$ cat config.mk
export PLATFORM = sky130hd
export DESIGN_NAME = reg_reader
export DESIGN_NICKNAME = d
export VERILOG_FILES = /design/src/rtl/reg_reader.sv
export SDC_FILE = /design/constraint.sdc
export NUM_CORES = 1
export LEC_CHECK = 0
export ABC_AREA = 0
export CAP_MARGIN = 20
export CORE_UTILIZATION = 30
export CTS_CLUSTER_DIAMETER = 200
export DETAILED_ROUTE_END_ITERATION = 6
export PLACE_DENSITY = 0.61
export SYNTH_ARGS = -nofsm -noshare
export SYNTH_HDL_FRONTEND = slang
export SYNTH_SLANG_ARGS = --single-unit
$ cat constraint.sdc
create_clock -name clock -period 1.9 [get_ports clock]
set_input_delay 0.285 -clock clock [delete_from_list [all_inputs] [get_ports clock]]
set_output_delay 0.285 -clock clock [all_outputs]
set_load 0.01 [all_outputs]
$ cat src/rtl/reg_reader.sv
`default_nettype none
// ============================================================================
// Module   : reg_reader
// Brief    : Walks the regfile read port over a contiguous register range
//            (ascending or descending, modulo 32) and streams each word out
//            through a valid/ready handshake with a one-entry holding register.
// Revision : 1.0 - initial release
// ============================================================================
module reg_reader #(
  parameter int BASE_REG = 1,
  parameter int NUM_REGS = 6
) (
  input  logic        clock,
  input  logic        reset,
  input  logic        go,
  input  logic        direction,
  output logic [4:0]  rd_regnum,
  input  logic [31:0] rd_data,
  output logic [31:0] out_data,
  output logic [4:0]  out_regnum,
  output logic        out_valid,
  input  logic        out_ready,
  output logic        busy,
  output logic        done
);

  // First register of a run for each direction; 5-bit arithmetic wraps mod 32.
  localparam logic [4:0] c_START_ASC = 5'(BASE_REG % 32);
  localparam logic [4:0] c_START_DSC = 5'((BASE_REG + NUM_REGS - 1) % 32);
  // idx is 6 bits wide so that a full 32-register run has a representable last index.
  localparam logic [5:0] c_LAST_IDX  = 6'(NUM_REGS - 1);

  typedef enum logic [1:0] {
    IDLE  = 2'd0,
    RUN   = 2'd1,
    DRAIN = 2'd2
  } state_t;

  state_t      state_q;
  logic [5:0]  idx_q;
  logic [5:0]  idx_d;
  logic        dir_q;
  logic [31:0] out_data_q;
  logic [4:0]  out_regnum_q;
  logic        out_valid_q;
  logic        done_q;
  logic        load;

  // Read address, next index and holding-register load enable.
  always_comb begin
    idx_d = idx_q + 6'd1;
    load  = !out_valid_q || out_ready;
    if (state_q == IDLE) begin
      rd_regnum = c_START_ASC;
    end else if (dir_q) begin
      rd_regnum = c_START_DSC - idx_q[4:0];
    end else begin
      rd_regnum = c_START_ASC + idx_q[4:0];
    end
  end

  // Sequencer: start on go, capture one word per free slot, drain the last word.
  always_ff @(posedge clock) begin
    if (!reset) begin
      state_q      <= IDLE;
      idx_q        <= 6'd0;
      dir_q        <= 1'b0;
      out_data_q   <= 32'd0;
      out_regnum_q <= 5'd0;
      out_valid_q  <= 1'b0;
      done_q       <= 1'b0;
    end else begin
      done_q <= 1'b0;
      case (state_q)
        IDLE: begin
          if (go) begin
            dir_q   <= direction;
            idx_q   <= 6'd0;
            state_q <= RUN;
          end
        end
        RUN: begin
          // A held word that is being accepted this edge is replaced in place.
          if (load) begin
            out_data_q   <= rd_data;
            out_regnum_q <= rd_regnum;
            out_valid_q  <= 1'b1;
            idx_q        <= idx_d;
            if (idx_q == c_LAST_IDX) begin
              state_q <= DRAIN;
            end
          end
        end
        DRAIN: begin
          if (out_valid_q && out_ready) begin
            out_valid_q <= 1'b0;
            done_q      <= 1'b1;
            state_q     <= IDLE;
          end
        end
        default: begin
          state_q <= IDLE;
        end
      endcase
    end
  end

  assign out_data   = out_data_q;
  assign out_regnum = out_regnum_q;
  assign out_valid  = out_valid_q;
  assign done       = done_q;
  assign busy       = (state_q != IDLE);

endmodule
`default_nettype wire
# After elaboration in Yosys (flattened, before gate mapping)
# Index checks and enable logic that the tools add are counted.
[totals]
register_bits = 48
in_bits = 37
[classes]
mux = 14
eq_ne = 7
add_sub_neg = 3
n_reduce_logical = 13
[ops]
columns = ["op", "n"]
rows = [
  ["$mux 6", 2],
  ["$pmux 6 s2", 1],
  ["$mux 5", 2],
  ["$mux 2", 4],
  ["$ne 2x2->1 const B", 4],
  ["$add 6x1->6 const B", 1],
  ["$eq 6x3->1 const B", 1],
  ["$pmux 2 s3", 1],
  ["$reduce_and 2->1", 3],
  ["$reduce_and 3->1", 2],
  ["$reduce_bool 2->1", 3],
  ["$add 1x5->5 const A", 1],
  ["$sub 3x5->5 const A", 1],
  ["$reduce_and 4->1", 1],
  ["$mux 1", 3],
  ["$eq 2x1->1 const B", 1],
  ["$eq 2x2->1 const B", 1],
  ["$logic_not 2->1", 1],
  ["$pmux 1 s2", 1],
  ["$logic_and 1x1->1", 1],
  ["$logic_not 1->1", 1],
  ["$logic_or 1x1->1", 1],
]

# Longest topological paths before layout
# Gate-level depths: netlist of run 1.
[depth]
depth_word = 4
ltp_mapped = 6
ltp_nobuf = 6

# Least setup slack after synthesis of run 1
# Ideal clock, no wire load.
[synth_timing]
path_kind = "register to output"
from = "register idx_q[0]"
to = "output rd_regnum[4]"
stages_incl_launch_ff = 6
t_required_ns = 1.615
slack_ns = 0.398
arrival_time_ns = 1.217
cell_sequence = "dfxtp_1 > ha_1 > a22o_1 > a22oi_1 > xor2_1 > nor2_1"
[synth_between]
elab_chain_len = 3
elab_cells_between_ends = 4
cone_classes = "add/sub (2); mux (2)"
[synth_lines]
columns = ["element", "line_no", "source"]
rows = [
  ["start: declaration", "40", "logic [5:0] idx_q;"],
  ["start signal: assignment", "88", "idx_q <= idx_d;"],
  ["$add 1x5->5 or $sub 3x5->5 (tied branches)", "58, 56", ""],
  ["$mux 5 (*)", "55", "end else if (dir_q) begin"],
  ["$mux 5 (*)", "53", "if (state_q == IDLE) begin"],
  ["end: declaration", "17", "output logic [4:0] rd_regnum,"],
]
# Every way passes the cells marked *; elsewhere a longest branch is shown, timed or not.

# Final worst setup path of run 1
[layout_timing]
from = "register idx_q[1]"
to = "output rd_regnum[4]"
# Same word-level chain as after synthesis.

==> results.ini, run 1 <==
[critical_path]
r2r_slack_ns = 0.47
crit_reg_reg_startpoint = state_q[0]$_SDFFE_PN0P_
largest_fanout_on_the_critical_path = 3
timing.rr.end = idx_q[1]$_SDFFE_PN0P_
critical_path_arrival_ns = 1.60
r2r.worst_path.cells = 5
timing.critical_path.to_type = output pin
critical_path.startpoint_type = flip-flop
critical_path_class = reg -> out
timing.critical_path.required_ns = 1.62

[final_layout]
final-instance-count-excl-fill = 417
diodes = 0
layout.filler_cells = 633
syn_to_final_growth_pct = 57.5
nNetsFinal = 379
final_layout_size_suffix_gt1_share_pct = 16.5
stdcell_area_um2 = 3200

[logic_synthesis]
ys_dominant_reg_cell = sky130_fd_sc_hd__dfxtp_1
postSynthRegisterBits = 48
synth_seq_area_share_pct = 47.3
synth_common_cells = sky130_fd_sc_hd__nand2_1, sky130_fd_sc_hd__dfxtp_1, sky130_fd_sc_hd__a21oi_1, sky130_fd_sc_hd__nor2_1, sky130_fd_sc_hd__clkbuf_1
synthTopCellsByArea = sky130_fd_sc_hd__dfxtp_1, sky130_fd_sc_hd__nand2_1, sky130_fd_sc_hd__a21oi_1
synthesis.instances = 246
synth_enable_flop_cells = 0
net_count_synth = 286
mappedNetlistArea_um2 = 2030
synth_top_area_share_pct = 47.3
synth_area_leader_cell = sky130_fd_sc_hd__dfxtp_1
post-synth-top-count-cell = sky130_fd_sc_hd__nand2_1
proportion_of_register_bits_with_asynchronous_set_or_reset_after_synthesis_pct = 0
ys_types = 42
yosysWarningCount = 0
syn_avg_cell_area_um2 = 8.26

[global_route]
largest_net_degree_at_the_start_of_global_routing = 22
first_global_vias = 1944
antenna_found_initial = 0
wire_length_of_the_first_global_routing_pass_mm = 9.13
track_usage_pct = 15.8
global_route.overflow_total = 0

[timing]
timing.hold.ws_ns = 0.454
setup_violations = 0
actual_transition_at_the_worst_max_transition_pin_ns = 0.356
grt_setup_unrepaired = true
finalHoldViolCount = 0
worst_slew_margin_rel_pct = 76.2
final_worst_path_period_share_pct = 99.2
setup_tns_ns = 0
timing.fmax_mhz = 530
final_period_minus_worst_setup_slack_ns = 1.89
maxSlewViolCount = 0
clock_skew_ns = 0.00818

[die]
chipHeight_um = 84.3
die_x_um = 84.3
core-area_um2 = 6460
initial_utilization_pct = 31.5
design.die.area_um2 = 7110
rows = 29
pin_count = 82

[worst_hold_path]
hold_path_startpoint = out_data[29]$_SDFFE_PN0P_
hold_path_depth = 2
worstHoldPathType = reg -> reg
min_to = out_data[29]$_SDFFE_PN0P_

[run]
cap_violations = 0

[detailed_routing]
vias_per_cell = 4.67
drtAntennaViolNets = 0
routed_wire_length_per_instance_um = 13.0
drtIter0Drc = 70
wirelength_mm = 5.42
firstDrtPassIters = 7
dr_total_vias = 1946
drc = 7

[power]
cellLeakagePower_nw = 1.18
p_int_mw = 1.74
power_frac_comb_pct = 19.9
vdd_ir_drop_max_uv = 444
switching_power_uw = 582
clock_power_share_pct = 33.3
swShare_pct = 25.0
power_density_nw_per_um2 = 727
seqPwrFrac_pct = 46.8

[clocking]
cts_max_path_buffers = 2
cts.htree.levels = 2
cts.sink_count = 48
cts-buffers-inserted = 5
clkSlewWorstSetupHoldPaths_ns = 0.09
tritoncts = yes
hold_buffers = 0
clock_insertion_delay_worst_skew_ns = 0.30
clock_root_buffer = sky130_fd_sc_hd__clkbuf_8

[placed_design]
hpwl_mm = 3.81
place.gp.congestion = 0.875
placed_cell_area_um2 = 3020
post_place_cells = 407
portBuffers = 81

[run_status]
run_status = complete, but fails checks
failed_checks = DRC

## power by group through the flow
stage / Clock (mW) / Sequential [mW] / Combinational [mW]
detailed placement: 0 / 1.11 / 0.459
global placement: 0 / 1.11 / 0.457
CTS: 0.812 / 1.09 / 0.465
global route: 0.845 / 1.10 / 0.505
finish: 0.774 / 1.09 / 0.462
floorplan: 0 / 1.13 / 0.183
## cells in the final DEF (no fill, tap or decap), types with 3 or more instances in the layout
master | synthesis | layout
sky130_fd_sc_hd__buf_4 | 1 | 19
sky130_fd_sc_hd__nor3_1 | 5 | 5
sky130_fd_sc_hd__nand2_1 | 81 | 81
sky130_fd_sc_hd__clkdlybuf4s50_1 | 0 | 76
sky130_fd_sc_hd__inv_1 | 4 | 3
sky130_fd_sc_hd__xor2_1 | 5 | 3
sky130_fd_sc_hd__dfxtp_1 | 48 | 45
sky130_fd_sc_hd__a21oi_1 | 39 | 39
sky130_fd_sc_hd__ha_4 | 0 | 3
sky130_fd_sc_hd__nor2_1 | 8 | 8
sky130_fd_sc_hd__nand3_1 | 3 | 3
sky130_fd_sc_hd__clkbuf_8 | 0 | 6
sky130_fd_sc_hd__buf_12 | 0 | 3
## sequential cells by signal, indices dropped and copies added, names as in the netlist
register	cells
dir_q	1
done	1
idx_q	6
out_data	32
out_regnum	5
out_valid	1
state_q	2
## metal layers
| metal | wire [um] | vias to the layer above | track usage, % | share of wire (%) |
|---|---|---|---|---|
| met5 | 0 | - | 0 | 0 |
| met4 | 40 | 0 | 3.29 | 0.74 |
| met3 | 433 | 5 | 5.11 | 8.0 |
| met2 | 2610 | 63 | 27.9 | 48 |
| met1 | 2330 | 885 | 18.8 | 43 |
| li1 | - | 993 | - | - |
## worst max path at each step
stage	cells past startpoint	startpoint	slack (ns)	end
2_1_floorplan	5	idx_q[0]$_SDFFE_PN0P_	0.40	rd_regnum[4]
3_3_place_gp	6	idx_q[0]$_SDFFE_PN0P_	-0.07	rd_regnum[4]
3_5_place_dp	6	idx_q[1]$_SDFFE_PN0P_	-0.11	rd_regnum[4]
4_1_cts	6	idx_q[0]$_SDFFE_PN0P_	-0.08	rd_regnum[4]
5_1_grt	6	idx_q[1]$_SDFFE_PN0P_	-0.09	rd_regnum[4]
6_report	6	idx_q[1]$_SDFFE_PN0P_	0.01	rd_regnum[4]
## critical path, stage by stage, from the launching register on
cell	delay, ns
sky130_fd_sc_hd__dfxtp_4	0.38
sky130_fd_sc_hd__ha_4	0.16
sky130_fd_sc_hd__a22o_1	0.25
sky130_fd_sc_hd__a22oi_2	0.16
sky130_fd_sc_hd__xor2_1	0.16
sky130_fd_sc_hd__nor2_1	0.06
sky130_fd_sc_hd__buf_2	0.14
## kinds of logic (layout without fill, tap and decap cells)
group,count (synthesis),in the layout,synth area share [%]
AO/OA/AOI/OAI,54,54,16.0
AND/OR/NAND/NOR,112,112,25.0
multiplexers,2,2,1.05
buffers and inverters,21,115,6.22
XOR/XNOR,6,6,2.59
flip-flops,48,48,47.3
adder cells (fa/ha/maj),3,3,1.85
## metrics by stage
step                setup WS, ns  utilization, %  power (mW)
global route             -0.0896            49.6        2.45
floorplan                  0.398               -        1.32
global placement         -0.0662            46.7        1.57
CTS                      -0.0751            49.1        2.37
detailed placement        -0.106            46.7        1.57
finish                    0.0149            49.6        2.33
## timing repair
action	4_1_cts	5_1_grt
endpoints found under the setup margin	5	5
resized for setup	16	13
endpoints found under the hold margin	0	0
cloned	0	0
pin swaps	2	5
setup buffers	2	0
## layout make-up
class / count / area [um2] / share of cell area [%]
clock inverter: 2 / 38.8 / 1.21
sequential: 48 / 970 / 30.3
tap: 77 / 96.3 / 3.01
multi-input combinational: 177 / 1000 / 31.3
timing repair buffer: 103 / 996 / 31.1
clock buffer: 6 / 82.6 / 2.58
inverter: 4 / 15.0 / 0.469
No activity file was read; power rests on OpenSTA's default activity.
==> run 2, diff against run 1 <==
- CORE_MARGIN: default -> 2
==> run 2 against run 1 <==
The run now ends clean. Worst hold slack improved by 0.0011 ns. Flip-flop and latch count unchanged. Register-to-register slack got worse by 0.25 ns. Combinational power increased by 1%. First-iteration DRC count decreased by 19%. Via count decreased by 0.67%. Sequential power about the same. Core utilization decreased by 0.27 points. Clock-buffer cell count unchanged. Cell area decreased by 0.55%. Clock power decreased by 25%.
==> results.ini, run 2 (synthesized netlist as in run 1, its figures left out) <==
[run_status]
run_status = complete, no violations

[final_layout]
syn_to_final_growth_pct = 56.7
largest_register_ffs = 32  ; unchanged
nNetsFinal = 384  ; +1.3%
most_frequent_standard_cell_in_the_layout_excluding_fill_and_tap_cells = sky130_fd_sc_hd__nand2_1
layout.filler_cells = 650  ; +2.7%
diodes = 0  ; unchanged
layout_common_cells = sky130_fd_sc_hd__nand2_1, sky130_fd_sc_hd__clkdlybuf4s50_1, sky130_fd_sc_hd__dfxtp_1
stdcell_area_um2 = 3180  ; -0.55%
final_layout_size_suffix_gt1_share_pct = 16.6  ; +0.099 points
post-route-util_pct = 49.3  ; -0.27 points

[die]
die_x_um = 86.3  ; +2.4%
chipHeight_um = 86.3  ; +2.4%
rows = 29  ; unchanged
initial_utilization_pct = 31.5  ; unchanged
pin_count = 82  ; unchanged
core-area_um2 = 6460  ; unchanged
design.die.area_um2 = 7450  ; +4.8%

[critical_path]
crit_chain = ha_2 -> a22o_1 -> a22oi_2 -> xor2_1 -> nor2_1 -> buf_2
critical_path_arrival_ns = 1.60  ; about the same
timing.critical_path.required_ns = 1.62  ; about the same
timing.critical_path.to_type = output pin
slowest_delay_ns = 0.37  ; about the same
critical_path.startpoint_type = flip-flop
critical_path_class = reg -> out
r2r_slack_ns = 0.22  ; -0.25 ns
largest_fanout_on_the_critical_path = 4  ; +1
crit_slowest_cell = sky130_fd_sc_hd__dfxtp_4
worstPathBufferInverterCount = 1  ; unchanged
crit_family = flip-flops

[global_route]
first_global_vias = 1876  ; -3.5%
wire_length_of_the_first_global_routing_pass_mm = 8.57  ; -6.1%
largest_net_degree_at_the_start_of_global_routing = 25  ; +14%
track_usage_pct = 14.2  ; -1.6 points
global_route.overflow_total = 0  ; unchanged
antenna_found_initial = 0  ; unchanged

[timing]
final_period_minus_worst_setup_slack_ns = 1.88  ; -0.00191 ns
clock_skew_ns = 0.00294  ; -0.00524 ns
setup_ws_ns = 0.0168  ; +0.00191 ns
grt_setup_unrepaired = true
worst_slew_margin_rel_pct = 81.4  ; +5.2 points
actual_transition_at_the_worst_max_transition_pin_ns = 0.278  ; -0.0780 ns
final_worst_path_period_share_pct = 99.1  ; -0.10 points
maxSlewViolCount = 0  ; unchanged
finalHoldViolCount = 0  ; unchanged
timing.fmax_mhz = 531  ; +0.10%
setup_violations = 0  ; unchanged

[detailed_routing]
drtIter0Drc = 57  ; -19%
dr_total_vias = 1933  ; -0.67%
drtAntennaViolNets = 0  ; unchanged
routed_wire_length_per_instance_um = 12.7  ; -2.4%
firstDrtPassIters = 3  ; -4
drc = 0  ; -7
vias_per_cell = 4.59  ; -1.6%
wirelength_mm = 5.34  ; -1.5%

[clocking]
clkSlewWorstSetupHoldPaths_ns = 0.09  ; about the same
cts.htree.levels = 2  ; unchanged
tritoncts = yes
cts_max_path_buffers = 2  ; unchanged
cts-buffers-inserted = 5  ; unchanged
cts.sink_count = 48  ; unchanged
hold_buffers = 0  ; unchanged
clock_root_buffer = sky130_fd_sc_hd__clkbuf_8
clock_insertion_delay_worst_skew_ns = 0.29  ; about the same

[worst_hold_path]
worstHoldPathType = reg -> reg

[power]
cellLeakagePower_nw = 1.18  ; +0.59%
vdd_ir_drop_max_uv = 378  ; -15%
total_power_mw = 2.14  ; -8.1%
power_density_nw_per_um2 = 671  ; -7.6%

[placed_design]
placed_cell_area_um2 = 3030  ; +0.50%
place.gp.congestion = 0.820  ; -6.3%
portBuffers = 81  ; unchanged
hpwl_mm = 3.97  ; +4.1%
place_worst_setup_slack_ns = -0.103  ; +0.00276 ns

[run]
cap_violations = 0  ; unchanged

## run 2: cell type report
class | count | area (um2) | area share (%)
repair buffers | 108 | 1040 | 32.6
multi-input cells | 177 | 987 | 31.0
flip-flops and latches | 48 | 970 | 30.5
well taps | 77 | 96.3 | 3.03
clock buffers | 6 | 72.6 | 2.28
inverters | 4 | 15.0 | 0.472
clock inverters | 1 | 5.00 | 0.157
## run 2: report_power, final
part	total, mW	internal (mW)	switching [mW]
Clock	0.581	0.251	0.330
Sequential	1.09	1.06	0.0308
Combinational	0.467	0.262	0.206
## run 2: repair_timing
item | in CTS | in global routing
resized for setup | 19 | 6
setup buffers | 5 | 0
endpoints found under the setup margin | 5 | 4
pin swaps | 3 | 2
## run 2: per-layer routing
| metal | wire length [um] | track usage (%) |
|---|---|---|
| met1 | 2340 | 17.1 |
| met2 | 2550 | 24.4 |
| met3 | 417 | 5.24 |
| met4 | 29 | 3.41 |
| met5 | 0 | 0 |
## run 2: metrics by stage
stage	hold WS [ns]	setup TNS (ns)	instances
3_3_place_gp	0.441	-0.0750	409
6_report	0.455	0	421
4_1_cts	0.458	0	421
2_1_floorplan	0.421	0	246
3_5_place_dp	0.445	-0.139	409
5_1_grt	0.477	-0.0761	421
## run 2: worst reg2reg max path, delay by kind of cell, from the launching register on
family          cells  cell delay [ns]
compound gates      1             0.05
simple gates        2             0.11
xor+xnor            1             0.13
flops               1             0.37
buf+inv             5             0.66
fa+ha+maj           1             0.26
## run 2: final timing paths
kind	cells past startpoint	endpoint	from
worst min-delay path	2	out_data[29]$_SDFFE_PN0P_	out_data[29]$_SDFFE_PN0P_
worst max-delay path	6	rd_regnum[4]	idx_q[0]$_SDFFE_PN0P_
worst max register to register	10	out_regnum[1]$_SDFFE_PN0P_	idx_q[0]$_SDFFE_PN0P_
worst min register to register	2	out_data[29]$_SDFFE_PN0P_	out_data[29]$_SDFFE_PN0P_
==> run 3, diff against run 2 <==
- CTS_CLUSTER_SIZE: default -> 28
- HOLD_SLACK_MARGIN: default -> 0.05
==> results of run 3 <==
Final layout, timing and power as in run 2 (identical DEF).
